$ cat src/rtl/cajero_ctrl_pkg.sv
// Shared definitions for the ATM controller: data widths, FSM state
// encoding and transaction-type codes.
package cajero_ctrl_pkg;

    localparam int ANCHO_BALANCE = 64;
    localparam int ANCHO_MONTO   = 32;
    localparam int ANCHO_PIN     = 16;

    typedef enum logic [2:0] {
        ST_ESPERA_TARJETA = 3'd0,
        ST_ESPERA_PIN     = 3'd1,
        ST_ESPERA_MONTO   = 3'd2,
        ST_TRANSACCION    = 3'd3,
        ST_BLOQUEO        = 3'd4
    } estado_t;

    localparam logic TIPO_DEPOSITO = 1'b0;
    localparam logic TIPO_RETIRO   = 1'b1;

endpackage

$ cat src/rtl/cajero_ctrl_detector_flanco.sv
// detector_flanco: 1-bit rising-edge detector. The output is high in the
// cycle where the input is 1 and was 0 at the previous clock edge.
module detector_flanco (
    input  logic clk,
    input  logic rst,
    input  logic senal,
    output logic flanco
);

    logic previo;

    // Remember the input value seen at the previous edge.
    always_ff @(posedge clk or posedge rst) begin
        // NOTE: sequential state always uses <= so every flop samples pre-edge values.
        if (rst) begin
            previo <= 1'b0;
        end else begin
            previo <= senal;
        end
    end

    assign flanco = senal & ~previo;

endmodule

$ cat src/rtl/cajero_ctrl.sv
// cajero_ctrl: ATM transaction controller. Collects a 4-digit BCD PIN,
// locks after MAX_INTENTOS wrong attempts, then runs one deposit or
// withdrawal on a 64-bit balance and reports it with 1-cycle pulses.
// Optional macro BALANCE_SAT_EN: deposits saturate at 2^64-1 instead of
// wrapping modulo 2^64.
module cajero_ctrl
    import cajero_ctrl_pkg::*;
#(
    parameter int MAX_INTENTOS = 3
) (
    input  logic                     CLK,
    input  logic                     RESET,
    input  logic                     TARJETA_RECIBIDA,
    input  logic                     DIGITO_STB,
    input  logic [3:0]               DIGITO,
    input  logic [ANCHO_PIN-1:0]     PIN_CORRECTO,
    input  logic [ANCHO_BALANCE-1:0] BALANCE_INICIAL,
    input  logic                     TIPO_TRANS,
    input  logic                     MONTO_STB,
    input  logic [ANCHO_MONTO-1:0]   MONTO,
    output logic [ANCHO_BALANCE-1:0] BALANCE,
    output logic                     BALANCE_ACTUALIZADO,
    output logic                     ENTREGAR_DINERO,
    output logic                     FONDOS_INSUFICIENTES,
    output logic                     PIN_INCORRECTO,
    output logic                     ADVERTENCIA,
    output logic                     BLOQUEO
);

    localparam logic [2:0] MAX_I = 3'(MAX_INTENTOS);

    estado_t estado, estado_sig;
    // Only the three older digits are kept; the 4th is compared straight
    // from the DIGITO input on its strobe edge.
    logic [11:0]              pin_reg, pin_reg_sig;
    logic [1:0]               cuenta, cuenta_sig;
    logic [2:0]               intentos, intentos_sig, intentos_nuevo;
    logic [ANCHO_MONTO-1:0]   monto_reg, monto_sig;
    logic                     tipo_reg, tipo_sig;
    logic [ANCHO_BALANCE-1:0] balance, balance_sig;
    logic [ANCHO_BALANCE-1:0] monto_ext, suma_deposito;
    logic                     cargado, cargado_sig;
    logic                     advertencia, adv_sig;
    logic                     act, act_sig, entregar, ent_sig;
    logic                     fondos, fondos_sig, pin_inc, inc_sig;
    logic                     digito_flanco, monto_flanco;

    detector_flanco u_flanco_digito (
        .clk   (CLK),
        .rst   (RESET),
        .senal (DIGITO_STB),
        .flanco(digito_flanco)
    );

    detector_flanco u_flanco_monto (
        .clk   (CLK),
        .rst   (RESET),
        .senal (MONTO_STB),
        .flanco(monto_flanco)
    );

    assign monto_ext = {{(ANCHO_BALANCE-ANCHO_MONTO){1'b0}}, monto_reg};

`ifdef BALANCE_SAT_EN
    logic [ANCHO_BALANCE:0] suma_ancha;
    assign suma_ancha    = {1'b0, balance} + {1'b0, monto_ext};
    assign suma_deposito = suma_ancha[ANCHO_BALANCE] ? '1 : suma_ancha[ANCHO_BALANCE-1:0];
`else
    assign suma_deposito = balance + monto_ext;
`endif

    // Next-state and next-output logic for the whole session.
    always_comb begin
        // NOTE: every signal written here gets a default first, so no latch is inferred.
        estado_sig     = estado;
        pin_reg_sig    = pin_reg;
        cuenta_sig     = cuenta;
        intentos_sig   = intentos;
        intentos_nuevo = intentos + 3'd1;
        monto_sig      = monto_reg;
        tipo_sig       = tipo_reg;
        balance_sig    = balance;
        cargado_sig    = cargado;
        adv_sig        = advertencia;
        act_sig        = 1'b0;
        ent_sig        = 1'b0;
        fondos_sig     = 1'b0;
        inc_sig        = 1'b0;

        case (estado)
            ST_ESPERA_TARJETA: begin
                if (TARJETA_RECIBIDA) begin
                    estado_sig   = ST_ESPERA_PIN;
                    cuenta_sig   = 2'd0;
                    intentos_sig = 3'd0;
                    adv_sig      = 1'b0;
                end
            end
            ST_ESPERA_PIN: begin
                if (digito_flanco) begin
                    pin_reg_sig = {pin_reg[7:0], DIGITO};
                    if (cuenta == 2'd3) begin
                        cuenta_sig = 2'd0;
                        if ({pin_reg, DIGITO} == PIN_CORRECTO) begin
                            estado_sig   = ST_ESPERA_MONTO;
                            intentos_sig = 3'd0;
                            adv_sig      = 1'b0;
                        end else begin
                            intentos_sig = intentos_nuevo;
                            inc_sig      = 1'b1;
                            if (intentos_nuevo == MAX_I - 3'd1) begin
                                adv_sig = 1'b1;
                            end
                            if (intentos_nuevo == MAX_I) begin
                                estado_sig = ST_BLOQUEO;
                                adv_sig    = 1'b0;
                            end
                        end
                    end else begin
                        cuenta_sig = cuenta + 2'd1;
                    end
                end
            end
            ST_ESPERA_MONTO: begin
                if (monto_flanco) begin
                    monto_sig  = MONTO;
                    tipo_sig   = TIPO_TRANS;
                    estado_sig = ST_TRANSACCION;
                end
            end
            ST_TRANSACCION: begin
                estado_sig = ST_ESPERA_TARJETA;
                if (tipo_reg == TIPO_DEPOSITO) begin
                    balance_sig = suma_deposito;
                    act_sig     = 1'b1;
                end else if (monto_ext <= balance) begin
                    balance_sig = balance - monto_ext;
                    act_sig     = 1'b1;
                    ent_sig     = 1'b1;
                end else begin
                    fondos_sig = 1'b1;
                end
            end
            ST_BLOQUEO: begin
                // Locked: everything except RESET is ignored.
            end
            default: estado_sig = ST_ESPERA_TARJETA;
        endcase

        // The starting balance is captured once, on the first edge after reset.
        if (!cargado) begin
            balance_sig = BALANCE_INICIAL;
            cargado_sig = 1'b1;
        end
    end

    // State, datapath and registered-output flops.
    always_ff @(posedge CLK or posedge RESET) begin
        if (RESET) begin
            estado      <= ST_ESPERA_TARJETA;
            pin_reg     <= '0;
            cuenta      <= '0;
            intentos    <= '0;
            monto_reg   <= '0;
            tipo_reg    <= TIPO_DEPOSITO;
            balance     <= '0;
            cargado     <= 1'b0;
            advertencia <= 1'b0;
            act         <= 1'b0;
            entregar    <= 1'b0;
            fondos      <= 1'b0;
            pin_inc     <= 1'b0;
        end else begin
            estado      <= estado_sig;
            pin_reg     <= pin_reg_sig;
            cuenta      <= cuenta_sig;
            intentos    <= intentos_sig;
            monto_reg   <= monto_sig;
            tipo_reg    <= tipo_sig;
            balance     <= balance_sig;
            cargado     <= cargado_sig;
            advertencia <= adv_sig;
            act         <= act_sig;
            entregar    <= ent_sig;
            fondos      <= fondos_sig;
            pin_inc     <= inc_sig;
        end
    end

    assign BALANCE              = balance;
    assign BALANCE_ACTUALIZADO  = act;
    assign ENTREGAR_DINERO      = entregar;
    assign FONDOS_INSUFICIENTES = fondos;
    assign PIN_INCORRECTO       = pin_inc;
    assign ADVERTENCIA          = advertencia;
    assign BLOQUEO              = (estado == ST_BLOQUEO);

endmodule

$ cat config.mk
export PLATFORM = sky130hd
export DESIGN_NAME = cajero_ctrl
export DESIGN_NICKNAME = d
export VERILOG_FILES = /design/src/rtl/cajero_ctrl_pkg.sv /design/src/rtl/cajero_ctrl_detector_flanco.sv /design/src/rtl/cajero_ctrl.sv
export SDC_FILE = /design/constraint.sdc
export NUM_CORES = 1
export LEC_CHECK = 0
export BUFFER_PORTS_ARGS = -buffer_cell sky130_fd_sc_hd__buf_2
export CAP_MARGIN = 10
export CORE_ASPECT_RATIO = 0.7
export CORE_MARGIN = 2
export CORE_UTILIZATION = 55
export CTS_CLUSTER_DIAMETER = 80
export CTS_CLUSTER_SIZE = 40
export DETAILED_ROUTE_END_ITERATION = 10
export GPL_ROUTABILITY_DRIVEN = 0
export PLACE_DENSITY = 0.79
export REMOVE_ABC_BUFFERS = 1
export SLEW_MARGIN = 0
export SYNTH_ARGS = -nofsm -noshare
export SYNTH_HDL_FRONTEND = slang
export SYNTH_SLANG_ARGS = --single-unit
$ cat constraint.sdc
create_clock -name CLK -period 4.9 [get_ports CLK]
set_clock_uncertainty 0.15 [all_clocks]
set_input_delay 0.49 -clock CLK [delete_from_list [all_inputs] [get_ports CLK]]
set_output_delay 0.49 -clock CLK [all_outputs]
set_load 0.01 [all_outputs]
======== Word-level counts from Yosys, hierarchy flattened ========
Index checks and enable logic that the tools add are counted.
cells by class
  $add $sub $neg .......................... 4
  order comparisons ....................... 1
  eq/ne operators ......................... 16
  multiplexer cells ....................... 39
  bitwise gates (word level) .............. 5
  reductions and logical operators ........ 9
operator list
  kind                                                                     number
  64-bit two-way mux                                                       4
  64-bit by 32-bit adder with 64-bit output                                1
  32-bit by 64-bit <= comparator with 1-bit output                         1
  64-bit by 32-bit subtractor with 64-bit output                           1
  3-bit two-way mux                                                        10
  1-bit two-way mux                                                        18
  16-bit equality test                                                     1
  3-bit by 2-bit equality test with 1-bit output, second input constant    4
  3-bit one-hot mux with 4 select lines                                    1
  2-bit inequality test, second input constant                             4
  2-bit two-way mux                                                        3
  3-bit one-hot mux with 2 select lines                                    1
  2-bit AND reduction                                                      3
  6-bit AND reduction                                                      1
  5-bit AND reduction                                                      1
  4-bit inequality test, second input constant                             1
  2-bit one-hot mux with 2 select lines                                    1
  4-bit AND reduction                                                      1
  3-bit by 1-bit adder with 3-bit output, second input constant            1
  3-bit by 1-bit equality test with 1-bit output, second input constant    1
  3-bit equality test, second input constant                               1
  3-bit logical NOT                                                        1
  3-bit by 2-bit inequality test with 1-bit output, second input constant  1
  3-bit inequality test, second input constant                             1
  8 further kinds                                                          11
word-level totals
  register bits ........................... 125
  input port bits ......................... 122
  output and inout bits ................... 70

======== Depth between registers and ports, before layout ========
  word-level depth ........................ 8
  depth in mapped cells ................... 14
  gate-level depth less buffers ........... 13

======== Modules after synthesis ========
Synthesis repeated with hierarchy kept, for this count alone.
unflattened totals
  cells, all modules ...................... 1,488
  area total of the unflattened synthesis .. 11,395.9 sq um
modules (own cells, without submodules)
  module           times used  cells each  area an instance (sq um)  sequential area each (sq um)
  cajero_ctrl      1           1,482       11,310.8                  3,078.0
  detector_flanco  2           3           42.5                      25.0

======== Worst setup path before layout ========
Ideal clock, no wire load.
  kind .................................... register to register
  from .................................... register balance[0] (netlist: BALANCE[0])
  to ...................................... register balance[58] (netlist: BALANCE[58])
  arrival time ............................ 2.934 ns
  required time ........................... 4.628 ns
  path slack .............................. 1.694 ns
  stages on the path, launching flop included .. 15
  buffers on the path ..................... 1
  period minus slack after synthesis ...... 3.206 ns
  path through ............................ dfrtp_1 inv_1 ha_1 fa_1 nand3b_1 a21oi_1 o21ai_1 a311oi_1 nor2_1 a21o_1 buf_2 nor4_1 nor2_1 mux2i_1 nand2_1
between the ends
  word-level cells in the longest chain between the ends .. 5
  elaborated cells on any way between the ends .. 9
  those cells by class .................... 2 x add/sub; 1 x order compare; 1 x eq/ne; 4 x mux; 1 x reduce/logical
RTL lines
  item                                            line                text
  from (decl)                                     cajero_ctrl.sv:40   logic [ANCHO_BALANCE-1:0] balance, balance_sig;
  from (signal assigned)                          cajero_ctrl.sv:180  balance <= balance_sig;
  64-bit by 32-bit subtractor with 64-bit output  cajero_ctrl.sv:137  balance_sig = balance - monto_ext;
  64-bit two-way mux                              cajero_ctrl.sv:136  end else if (monto_ext <= balance) begin
  64-bit two-way mux                              cajero_ctrl.sv:133  if (tipo_reg == TIPO_DEPOSITO) begin
  64-bit two-way mux                              cajero_ctrl.sv:90   case (estado)
  64-bit two-way mux                              cajero_ctrl.sv:151  if (!cargado) begin
Parallel ways exist; a longest one is shown, timed or not. The select of a mux whose other input is x is not followed.
A chain may end at the register's enable or synchronous reset.

======== Final worst setup path ========
  from .................................... register balance[0] (netlist: BALANCE[0])
  to ...................................... register balance[60] (netlist: BALANCE[60])
Same word-level chain as after synthesis.

==> metrics.md <==
| Metric | Value |
|---|---|
| Maximum buffer depth of the clock tree | `2` |
| Htree depth | `4` |
| GRT Util Overall | `between 30% and 40%` |
| Max-cap check violation count | `0` |
| Crit path time final | `between 4 and 5 ns` |
| Layout area overhead | `15.1%` |
| Seq/Total Area, Yosys | `between 20% and 30%` |
| Adder-Cell Fraction of Synth Area | `under 10%` |
| Crit Path Class | `reg2reg` |
| Crit share post-route | `between 80% and 90%` |
| Power after layout | `roughly 0.0034 W` |
| P_leak | `5.36 nW` |
| Setup violators final | `0` |
| Compound-cell area share of the yosys netlist | `between 20% and 30%` |
| CP endpoint | `BALANCE[60]$_DFFE_PP0P_` |
| TritonCTS buffer count | `17` |
| Worst-path clk slew | `approximately 0.060 ns` |
| Required time of the critical path | `between 5 and 6 ns` |
| Root Buffer Master | `clkbuf_16` |
| Total number of vias | `11400` |
| DR iter-0 viols | `around 1800` |
| FMAX | `248 MHz` |
| Critical path buffer and inverter count | `1` |
| Filler Cell Count | `between 1500 and 2000` |
| Asr flop ratio synth | `100%` |
| CP Launch Type | `flop` |
| Reg2Reg Setup Slack | `0.87 ns` |
| Multiplexer share of the synthesized area | `under 10%` |
| CTS Hold Bufs | `0` |
| Yosys Warn Count | `0` |
| Layout cell share with drive strength beyond 1 | `20.6%` |
| Initial Utilization | `about 57%` |
| XOR/XNOR share of the synthesized area | `just under 6%` |
| First drt pass iteration count | `10` |
| Worst reg2reg startpoint | `BALANCE[0]$_DFFE_PP0P_` |
| Mapped Cells | `about 1400` |
| Worst path cell trace | `inv_1 -> ha_1 -> fa_1 -> nand3b_1 -> a21oi_1 -> o21ai_1 -> a31oi_1 -> nor2_1 -> o21ai_1 -> nor4_1 -> o221ai_1 -> xor2_1 -> a21oi_1` |
| Fin. Hold Viols | `0` |
| CP Capture Type | `flop` |
| Vias in the first global route | `just over 10000` |
| Die H | `approximately 120 um` |
| Outcome | `finished clean` |
| Crit path depth | `13` |
| Antenna-violating nets left | `0` |
| Die outline area | `around 21000 sq um` |
| Postcts setup bufs | `0` |
| Clock sinks | `between 100 and 150` |
| Main synth FF type | `dfrtp_1` |
| Fin nets | `between 1500 and 2000` |
| CP max stage cell | `o21ai_1` |
| DRT Wirelength | `34900 um` |
| HPWL after DPL | `25700 um` |
| Main combinational cell family by area after synthesis | `compound AO/OA/AOI/OAI gates` |
| VDD IR-drop max | `approximately 0.00023 V` |
| Row cnt | `42` |
| Core ar. | `19100 sq um` |
| DRC viols | `0` |
| Fin. max-slew vios | `0` |
| Die width | `between 150 and 200 um` |
| Data arrival, critical path | `4.15 ns` |
| First-pass GRT wire length | `about 55000 um` |
| Grt total ovfl | `0` |
| CP top delay family | `compound AO/OA/AOI/OAI gates` |
| Via density | `6.40` |
| Io pins | `roughly 190` |
| Slew margin rel. | `between 30% and 40%` |
| Hold Path Class | `in2async` |
| Max FFs per register | `64` |
| Routed WL per cell | `about 20 um` |
| Synth Register Bits | `125` |
| Least-Margin Pin Slew | `1.02 ns` |
| Clock Latency Late Sink | `0.43 ns` |
| I/O Buffers | `~190` |
| Reg area | `about 3100 sq um` |
| EDFF count, synth | `0` |
| Worst setup path startpoint | `BALANCE[0]$_DFFE_PP0P_` |
| Largest net degree at the start of global routing | `slightly below 90` |
| Diodes inserted | `0` |
| Multi-input gate area | `just over 7000 sq um` |
| CTS tree | `built` |
| Synthesized area | `10800 sq um` |
| Largest stage delay on the critical path | `roughly 0.67 ns` |
| Avg Cell Area, Syn | `slightly below 8 sq um` |
| Post-CTS sizing | `0` |
| Distinct cells, synth | `slightly above 80` |
| Reg2Reg Capture Point | `BALANCE[60]$_DFFE_PP0P_` |
| Power Density | `276 nW/um^2` |
| Worst Reg-to-Reg Cells | `13` |
| Simple-gate share of the synthesized area | `~22%` |
| Setup_tns | `0 ns` |
| Initial antenna violation count | `0` |
| CP max FO | `7` |
| RSZ-0062 raised after global routing | `no` |
## worst min-delay path by stage
| stage | end | slack (ns) | cells past startpoint |
|---|---|---|---|
| 6_report | monto_reg[1]$_DFFE_PP0P_ | 0.009 | 2 |
| 5_1_grt | u_flanco_digito.previo$_DFF_PP0_ | 0.02 | 1 |
| 4_1_cts | u_flanco_digito.previo$_DFF_PP0_ | 0.01 | 1 |
| 3_5_place_dp | cuenta[1]$_DFFE_PP0P_ | 0.33 | 2 |
| 3_3_place_gp | cuenta[1]$_DFFE_PP0P_ | 0.32 | 2 |
| 2_1_floorplan | cuenta[1]$_DFFE_PP0P_ | 0.30 | 2 |
## power breakdown
group | switching [W] | internal [W]
combinational | 0.000481 | 0.000342
clock | 0.000564 | 0.000725
sequential | 0.000169 | 0.00115
## synth_stat cells (all sizes together) (35+ instances only)
cell	count	area share [%]
a21oi	163	7.5
nor2	143	5.0
dfrtp	125	29
nand2	104	3.6
o21ai	94	4.4
inv	79	2.7
ha	68	7.9
mux2	49	5.1
clkbuf	47	1.6
nor3	44	2.2
xnor2	37	3.0
xor2	36	2.9
nor4	35	2.1
## cells by family after synthesis
group           Yosys count
buf+inv                 157
flops                   125
fa+ha+maj                70
simple gates            479
xor+xnor                 73
mux                      55
compound gates          402
other cells               1
## cell type report
| type | count | share of cell area [%] |
|---|---|---|
| tap | 264 | 2.65 |
| clock inverter | 15 | 1.39 |
| multi-input combinational | 1080 | 56.6 |
| timing repair buffer | 202 | 8.34 |
| sequential | 125 | 25.2 |
| inverter | 79 | 2.40 |
| clock buffer | 17 | 3.42 |
## placed cells by master (no fill, tap or decap), types with 36 or more instances in the layout
cell	netlist	layout
nor3_1	41	41
o21ai_0	71	71
nor2_1	143	143
xor2_1	36	36
nand2_1	104	104
ha_1	68	68
buf_2	26	191
a21oi_1	163	163
mux2_2	49	49
xnor2_1	37	37
inv_1	76	75
dfrtp_1	125	123
## per-stage QoR
stage | cell area [sq um] | hold WS, ns | cells | setup slack, ns | util, %
2_1_floorplan | 10500 | 0.304 | 1284 | 0.932 | -
3_3_place_gp | 11900 | 0.324 | 1750 | 1.10 | 62.1
3_5_place_dp | 11900 | 0.333 | 1750 | 0.958 | 62.1
4_1_cts | 12400 | 0.0148 | 1782 | 0.930 | 65.3
5_1_grt | 12400 | 0.0190 | 1782 | 0.589 | 65.3
6_report | 12400 | 0.00891 | 1782 | 0.874 | 65.3
## routing by layer
metal	track usage [%]	wire length [um]	vias up
li1	-	-	5199
met1	50.8	15500	5207
met2	44.6	13500	877
met3	10.2	4980	124
met4	9.16	981	0
met5	0	0	-
No activity file was read; power rests on OpenSTA's default activity.
